$ cat src/rtl/music_note_sequencer.sv
// Note-ROM sequencer: fetches 12-bit note words, plays each for a number of
// beats at a selectable tempo, and drives a DDS note code and gate.
module music_note_sequencer #(
  parameter int BEAT_N_FAST = 3125000,
  parameter int BEAT_N_SLOW = 12500000
) (
  input  logic        sys_clk,
  input  logic        sys_rst,
  input  logic        start,
  input  logic        stop,
  input  logic        pause,
  input  logic        loop_en,
  input  logic [2:0]  sel,
  output logic [5:0]  rom_addr,
  input  logic [11:0] rom_data,
  output logic [7:0]  note_code,
  output logic        note_gate,
  output logic        beat_tick,
  output logic        busy,
  output logic        done
);

  // Beat counter must reach the longer of the two beat periods minus one.
  localparam int N_MAX = (BEAT_N_FAST > BEAT_N_SLOW) ? BEAT_N_FAST : BEAT_N_SLOW;
  localparam int CNT_W = $clog2(2 * (N_MAX + 1));
  localparam logic [CNT_W-1:0] LAST_FAST = CNT_W'(2 * (BEAT_N_FAST + 1) - 1);
  localparam logic [CNT_W-1:0] LAST_SLOW = CNT_W'(2 * (BEAT_N_SLOW + 1) - 1);

  typedef enum logic [2:0] {
    S_IDLE,
    S_FETCH,
    S_DECODE,
    S_PLAY,
    S_PAUSED,
    S_DONE
  } state_t;

  state_t           r_state;
  state_t           w_state_next;
  logic [5:0]       r_addr;
  logic [5:0]       w_addr_next;
  logic [7:0]       r_code;
  logic [7:0]       w_code_next;
  logic [CNT_W-1:0] r_beat_cnt;
  logic [CNT_W-1:0] w_beat_cnt_next;
  logic [3:0]       r_beats_left;
  logic [3:0]       w_beats_left_next;
  logic             r_fast;
  logic             w_fast_next;

  logic [CNT_W-1:0] w_last;
  logic             w_tick;
  logic             w_sel_fast;

  // Tempo in force for the current beat; sel is only sampled at beat starts.
  assign w_last     = r_fast ? LAST_FAST : LAST_SLOW;
  assign w_tick     = (r_state == S_PLAY) && (r_beat_cnt == w_last);
  assign w_sel_fast = (sel == 3'b100);

  // State register and datapath registers; reset selects slow tempo.
  always_ff @(posedge sys_clk or posedge sys_rst) begin
    if (sys_rst) begin
      r_state      <= S_IDLE;
      r_addr       <= 6'd0;
      r_code       <= 8'd0;
      r_beat_cnt   <= '0;
      r_beats_left <= 4'd0;
      r_fast       <= 1'b0;
    end else begin
      r_state      <= w_state_next;
      r_addr       <= w_addr_next;
      r_code       <= w_code_next;
      r_beat_cnt   <= w_beat_cnt_next;
      r_beats_left <= w_beats_left_next;
      r_fast       <= w_fast_next;
    end
  end

  // Next-state and datapath update; stop outranks start, start outranks pause.
  always_comb begin
    w_state_next      = r_state;
    w_addr_next       = r_addr;
    w_code_next       = r_code;
    w_beat_cnt_next   = r_beat_cnt;
    w_beats_left_next = r_beats_left;
    w_fast_next       = r_fast;

    if (stop && (r_state != S_IDLE)) begin
      w_state_next      = S_IDLE;
      w_addr_next       = 6'd0;
      w_code_next       = 8'd0;
      w_beat_cnt_next   = '0;
      w_beats_left_next = 4'd0;
    end else begin
      case (r_state)
        S_IDLE: begin
          // start together with stop is treated as stop: stay idle.
          if (start && !stop) begin
            w_state_next = S_FETCH;
            w_addr_next  = 6'd0;
            w_code_next  = 8'd0;
          end
        end

        S_FETCH: begin
          // ROM word for r_addr becomes valid during DECODE.
          w_state_next = S_DECODE;
        end

        S_DECODE: begin
          if (rom_data[11]) begin
            if (loop_en) begin
              w_addr_next  = 6'd0;
              w_state_next = S_FETCH;
            end else begin
              w_state_next = S_DONE;
            end
          end else begin
            w_code_next       = rom_data[7:0];
            w_beats_left_next = {1'b0, rom_data[10:8]} + 4'd1;
            w_beat_cnt_next   = '0;
            w_fast_next       = w_sel_fast;
            w_state_next      = S_PLAY;
          end
        end

        S_PLAY: begin
          // The cycle on which pause is seen still counts as a played cycle,
          // so total gate time is unaffected by pausing.
          if (w_tick) begin
            w_beat_cnt_next   = '0;
            w_beats_left_next = r_beats_left - 4'd1;
            w_fast_next       = w_sel_fast;
            if (r_beats_left == 4'd1) begin
              w_addr_next  = r_addr + 6'd1;
              w_state_next = S_FETCH;
            end else if (pause) begin
              w_state_next = S_PAUSED;
            end
          end else begin
            w_beat_cnt_next = r_beat_cnt + CNT_W'(1);
            if (pause) begin
              w_state_next = S_PAUSED;
            end
          end
        end

        S_PAUSED: begin
          if (!pause) begin
            w_state_next = S_PLAY;
          end
        end

        S_DONE: begin
          w_state_next = S_IDLE;
        end

        default: begin
          w_state_next = S_IDLE;
        end
      endcase
    end
  end

  assign rom_addr  = r_addr;
  assign note_code = r_code;
  assign note_gate = (r_state == S_PLAY) && (r_code != 8'd0);
  assign beat_tick = w_tick;
  assign busy      = (r_state != S_IDLE);
  assign done      = (r_state == S_DONE);

endmodule

$ cat config.mk
export PLATFORM = sky130hd
export DESIGN_NAME = music_note_sequencer
export DESIGN_NICKNAME = d
export VERILOG_FILES = /design/src/rtl/music_note_sequencer.sv
export SDC_FILE = /design/constraint.sdc
export NUM_CORES = 1
export LEC_CHECK = 0
export ABC_AREA = 1
export BUFFER_PORTS_ARGS = -buffer_cell sky130_fd_sc_hd__buf_2
export CAP_MARGIN = 20
export CORE_ASPECT_RATIO = 0.9
export CORE_UTILIZATION = 25
export CTS_CLUSTER_SIZE = 25
export DETAILED_ROUTE_END_ITERATION = 7
export PLACE_DENSITY_LB_ADDON = 0.25
export REMOVE_ABC_BUFFERS = 1
export SYNTH_ARGS = -nofsm -noshare
export SYNTH_HDL_FRONTEND = slang
export SYNTH_SLANG_ARGS = --single-unit
$ cat constraint.sdc
create_clock -name sys_clk -period 4.4 [get_ports sys_clk]
set_input_delay 0.44 -clock sys_clk [delete_from_list [all_inputs] [get_ports sys_clk]]
set_output_delay 0.44 -clock sys_clk [all_outputs]
set_load 0.02 [all_outputs]
Yosys cells after proc, flatten, opt, wreduce, memory -nomap -nowiden
Index checks and enable logic that the tools add are counted.
Widths: inputs -> output; s select.
{"block": "totals", "reg_bits": 47, "in_bits": 21, "out_inout_bits": 18}
{"block": "classes", "add_sub_neg": 4, "n_eq_ne": 17, "muxes": 32, "n_bitwise": 1, "n_reduce_logical": 18}
{"cell": "$mux 25", "count": 4}
{"cell": "$pmux 25 s2", "count": 1}
{"cell": "$mux 6", "count": 6}
{"cell": "$add 25x1->25 const B", "count": 1}
{"cell": "$eq 25x25->1", "count": 1}
{"cell": "$mux 3", "count": 8}
{"cell": "$mux 8", "count": 3}
{"cell": "$pmux 6 s3", "count": 1}
{"cell": "$pmux 8 s2", "count": 1}
{"cell": "$ne 3x3->1 const B", "count": 5}
{"cell": "$pmux 3 s5", "count": 1}
{"cell": "$mux 4", "count": 3}
{"cell": "$eq 3x3->1 const B", "count": 3}
{"cell": "$reduce_bool 3->1", "count": 3}
{"cell": "$pmux 4 s2", "count": 1}
{"cell": "$reduce_bool 8->1", "count": 1}
{"cell": "$add 6x1->6 const B", "count": 1}
{"cell": "$eq 3x2->1 const B", "count": 2}
{"cell": "$reduce_and 3->1", "count": 2}
{"cell": "$reduce_and 6->1", "count": 1}
{"cell": "$add 3x1->4 const B", "count": 1}
{"cell": "$eq 4x1->1 const B", "count": 1}
{"cell": "$logic_and 1x1->1", "count": 4}
{"cell": "$ne 2x2->1 const B", "count": 2}
{"cell": "13 further kinds", "count": 15}

Longest topological paths before layout
{"block": "depth", "word_depth": 6, "mapped_depth": 14, "mapped_depth_nobuf": 14}

Worst setup path after synthesis
OpenSTA, ideal clock, no wires.
{"block": "synth_path", "path_kind": "reg-to-output", "startpoint": "register r_beat_cnt[1]", "endpoint": "output beat_tick", "t_arrival_ns": 1.338, "required_time_ns": 3.960, "setup_slack_ns": 2.622, "path_stages_with_launch": 11, "n_path_buf": 0, "cell_sequence": "dfrtp_1 inv_1 ha_1 nand2_1 inv_1 nand2_1 nor2_1 nand2_1 nor2_2 nand2_2 nor2_1"}
{"block": "synth_between", "elab_chain_cells": 2}
{"element": "start, declared", "line": "44", "source": "logic [CNT_W-1:0] r_beat_cnt;"}
{"element": "start signal, assigned", "line": "73", "source": "r_beat_cnt <= w_beat_cnt_next;"}
{"element": "$eq 25x25->1", "line": "57", "source": "assign w_tick = (r_state == S_PLAY) && (r_beat_cnt == w_last);"}
{"element": "$logic_and 1x1->1", "line": "57"}
{"element": "end, declared", "line": "18", "source": "output logic beat_tick,"}
No other way between the ends.

Final worst setup path
{"block": "layout_path", "startpoint": "register r_fast", "endpoint": "output beat_tick"}
{"block": "layout_between", "elab_chain_cells": 3}
{"element": "start, declared", "line": "48", "source": "logic r_fast;"}
{"element": "start signal, assigned", "line": "75", "source": "r_fast <= w_fast_next;"}
{"element": "$mux 25", "line": "56", "source": "assign w_last = r_fast ? LAST_FAST : LAST_SLOW;"}
{"element": "$eq 25x25->1", "line": "57"}
{"element": "$logic_and 1x1->1", "line": "57"}
No other way between the ends.

==> results.md <==
- The run finished with clean final reports.
- Adding up every negative setup slack in the final design gives 0 ps.
- The number of hold violations in the final report is 0.
- The via count of the first global-routing pass is 3096.
- The first-pass GRT wire length is ~15000 um.
- Entering global routing, the biggest net connects between 40 and 50 pins.
- The fraction of synthesis flops using an asynchronous set or reset pin is between 90% and 100%.
- The warning count from the yosys run is 0.
- The total via count in the routed design is between 3000 and 4000.
- After synthesis the netlist holds a flip-flop and latch count of 47.
- Dividing the detail-routed wire length by the instance count gives ~13 um.
- The initial utilization of the core area, before any placement, comes to 26.0%.
- The floorplan die area is between 0.01 and 0.015 mm^2.
- The source-to-sink clock delay at the later pin of the worst-skew pair is about 290 ps.
- Counting I/O delays and the setup requirement, the final critical path takes 2330 ps.
- Net switching is a little over two fifths of the power.
- The reg-to-reg critical path startpoint is r_fast.
- The number of enable-type register cells in the synthesized netlist is 0.
- After synthesis the cells add up to roughly 0.0033 mm^2.
- The cell-internal power is about 0.00084 W.
- Summing the sequential cell areas from Yosys gives between 30% and 40% of the chip area.
- For this run, the post-layout net count is between 500 and 600.
- Setup violations remaining at the end of the flow were counted as 0.
- The post-synthesis to final-layout area growth is 14.0%.
- In this run, CTS created clock tree buffers numbering 5.
- In this run the worst path has a maximum fanout of 12.
- The total of buffers placed on input and output ports is 38.
- The total global-route track usage is a little over an eighth.
- In this run the static leakage power is roughly 1.8 nW.
- In the routed layout, each cell is associated on average with a via count of ~4.6.
- The count of H-tree levels built during CTS is 2.
- The critical path is of the flip-flop to output port type.
- The highest clock frequency the design can meet is approximately 430 MHz.
- For this design, the sink count on the clock tree is between 40 and 50.
- After detailed routing, the number of remaining DRC violations is 0.
- The share of layout cells above drive strength 1 is 18.3%.
- The post-detailed-placement half-perimeter wirelength is between 6000 and 7000 um.
- Synthesis instantiated 36 different standard cells from the library.
- The most frequently used flop master after synthesis is sky130_fd_sc_hd__dfrtp_1.
- The power density over the cells is between 300 and 400 mW/mm^2.
- Registers are responsible for 36.3% of the overall power.
- Setup repair after global routing left no endpoint under its margin.
- The number of buffers on the longest clock path is 2.
- Summed over all nets, the switching power comes to roughly 0.00062 W.
- The worst endpoint data arrival time is ~1900 ps.
- The max-cap violation count is 0.
- After clock tree synthesis, the setup repair step added 0 buffers.
- Ranked by total cell area, the synthesized netlist is headed by sky130_fd_sc_hd__dfrtp_1, sky130_fd_sc_hd__nand2_1, sky130_fd_sc_hd__nor2_1, sky130_fd_sc_hd__inv_1, sky130_fd_sc_hd__nand3_1.
- After floorplanning, the core was sized to cover around 0.013 mm^2.
- The floorplan row count is 39.
- The residual overflow from global routing is 0.
- The CTS tree is built.
- The fraction of power consumed by combinational cells is a little under two fifths.
- After synthesis, the mean cell area works out to 6.86 um^2.
- The setup slack of the most critical reg-to-reg path is around 2400 ps.
- The congestion estimate from routability-driven global placement came to 0.863.
- The worst setup path is launched from a flip-flop.
- The final core area utilization is between 20% and 30%.
- The headroom to the max-slew limit is around 57%.
- The floorplan step set the die height to roughly 110 um.
- The type of element capturing the critical path is an output port.
- In this run the worst hold path is classified as input port to asynchronous set/reset pin.
- Gates resized during post-CTS repair numbered 0.
- The clock input transition at the sequential cells of the worst setup and hold paths is 70 ps.
- The number of nets with antenna violations after detailed routing is 0.
- The number of hold buffers added after CTS was 0.
- The clock arrives with between 8 and 9 ps of skew.
- For this run, the detailed router's first-pass iteration total came to 5.
- From left edge to right edge, the die measures ~120 um.
- Counting cells, the worst reg-to-reg path comes to 10.
- In this run the worst setup path begins at r_fast.
- The clock network burns approximately a quarter of the power.
- The number of slew-limit violations in the final report came to 0.
- The worst path uses ~53% of the clock period.
- In this run, the number of DRC markers left after iteration 0 of detailed routing was 219.
- The worst reg2reg path endpoint is r_beat_cnt[3].
- At the pin with the least slew margin, the transition time is ~640 ps.
- The initial antenna violation count was 0.
- The post-synthesis cell type with the largest combined area is sky130_fd_sc_hd__dfrtp_1.
- The number of diodes added for antenna fixing is 0.
- Of the post-synthesis cell area, the dominant cell type holds a little over a third.
- The cell count after synthesis is around 490.
- The worst IR drop on VDD is 0.170 mV.
- The tree is rooted in a sky130_fd_sc_hd__clkbuf_16.
- The count of boundary I/O pins is 39.
- The routed wire length is ~8800 um.
- The critical path ends at beat_tick.
- The worst path required time is 3960 ps.
## layout by cell type, fill, tap and decap left out, types with 3 or more instances in the layout
master,instances
sky130_fd_sc_hd__nand2_2,13
sky130_fd_sc_hd__clkinv_2,3
sky130_fd_sc_hd__nor2_1,70
sky130_fd_sc_hd__nor3_1,11
sky130_fd_sc_hd__nor4_1,4
sky130_fd_sc_hd__nor2_2,8
sky130_fd_sc_hd__nand4_1,11
sky130_fd_sc_hd__nor2_4,6
sky130_fd_sc_hd__clkbuf_16,5
sky130_fd_sc_hd__nand2_1,124
sky130_fd_sc_hd__inv_1,61
sky130_fd_sc_hd__buf_2,38
sky130_fd_sc_hd__or2_2,3
sky130_fd_sc_hd__inv_2,6
sky130_fd_sc_hd__dfrtp_1,47
sky130_fd_sc_hd__o21ai_1,6
sky130_fd_sc_hd__o21ai_2,4
sky130_fd_sc_hd__ha_1,6
sky130_fd_sc_hd__xor2_1,5
sky130_fd_sc_hd__nand3_1,43
sky130_fd_sc_hd__o211ai_1,3
sky130_fd_sc_hd__o21ai_0,18
sky130_fd_sc_hd__nand2_4,4
sky130_fd_sc_hd__a21oi_1,11
## routing by layer
layer | vias to the layer above | track usage (%) | share of wire (%)
li1 | 1628 | - | -
met1 | 1480 | 20.0 | 49
met2 | 85 | 19.9 | 43
met3 | 4 | 2.92 | 6.6
met4 | 0 | 4.05 | 0.81
met5 | - | 0 | 0
## cell families after synthesis
group / Yosys count / synth area share [%]
simple gates: 304 / 42.4
buf+inv: 77 / 10.1
compound gates: 47 / 8.29
flops: 47 / 35.1
xor+xnor: 7 / 1.83
fa+ha+maj: 6 / 2.24
## final cells by class
class	instances	area [um^2]
Clock buffer	5	125
Clock inverter	3	15.0
Fill cell	1446	9060
Inverter	67	251
Multi-Input combinational cell	364	1840
Sequential cell	47	1180
Tap cell	164	205
Timing Repair Buffer	39	210
## flip-flops by register name, indices dropped and copies added, names as in the netlist
name,count
r_beat_cnt,25
note_code,8
rom_addr,6
r_beats_left,4
r_state,3
r_fast,1
## cells in the mapped netlist (2+ instances only)
cell type and instances:
sky130_fd_sc_hd__a21oi_1 11, sky130_fd_sc_hd__a21oi_2 2, sky130_fd_sc_hd__buf_2 3, sky130_fd_sc_hd__buf_6 4
sky130_fd_sc_hd__dfrtp_1 47, sky130_fd_sc_hd__ha_1 6, sky130_fd_sc_hd__inv_1 62, sky130_fd_sc_hd__inv_2 5
sky130_fd_sc_hd__nand2_1 124, sky130_fd_sc_hd__nand2_2 13, sky130_fd_sc_hd__nand2_4 4, sky130_fd_sc_hd__nand3_1 43
sky130_fd_sc_hd__nand3b_1 2, sky130_fd_sc_hd__nand4_1 11, sky130_fd_sc_hd__nor2_1 70, sky130_fd_sc_hd__nor2_2 8
sky130_fd_sc_hd__nor2_4 6, sky130_fd_sc_hd__nor3_1 11, sky130_fd_sc_hd__nor3b_1 2, sky130_fd_sc_hd__nor4_1 4
sky130_fd_sc_hd__o211ai_1 3, sky130_fd_sc_hd__o21ai_0 18, sky130_fd_sc_hd__o21ai_1 6, sky130_fd_sc_hd__o21ai_2 4
sky130_fd_sc_hd__or2_2 3, sky130_fd_sc_hd__xnor2_1 2, sky130_fd_sc_hd__xor2_1 5
## stage by stage
stage / worst slack (ps) / hold WS (ps) / cell area [um^2] / instances / total power, W
finish: 2070 / 123 / 3820 / 689 / 0.00146
global route: 1810 / 155 / 3820 / 689 / 0.00157
CTS: 2040 / 385 / 3800 / 688 / 0.00147
detailed placement: 2360 / 474 / 3660 / 680 / 0.00109
global placement: 2410 / 476 / 3660 / 680 / 0.00109
floorplan: 2550 / 455 / 3260 / 478 / 0.000933
## critical path, stage by stage, from the launching register on
cell	delay (ps)
sky130_fd_sc_hd__dfrtp_1	510
sky130_fd_sc_hd__inv_1	310
sky130_fd_sc_hd__nand3_1	120
sky130_fd_sc_hd__nand2_1	70
sky130_fd_sc_hd__nand2_1	40
sky130_fd_sc_hd__nor2_1	150
sky130_fd_sc_hd__nand2_2	110
sky130_fd_sc_hd__nor2_1	110
sky130_fd_sc_hd__buf_2	180
## how the worst min path moves through the flow
stage / endpoint
floorplan: r_beats_left[3]
global placement: r_beats_left[3]
detailed placement: r_beats_left[3]
CTS: note_code[2]
global route: note_code[5]
finish: note_code[5]
## power groups by stage
stage / sequential [W] / clock, W / combinational, W
after global placement: 0.000537 / 0 / 0.000550
after global routing: 0.000539 / 0.000401 / 0.000627
final: 0.000530 / 0.000377 / 0.000554
after floorplan: 0.000545 / 0 / 0.000388
after CTS: 0.000530 / 0.000386 / 0.000558
after detailed placement: 0.000538 / 0 / 0.000556
(Power assumes the default switching activity.)
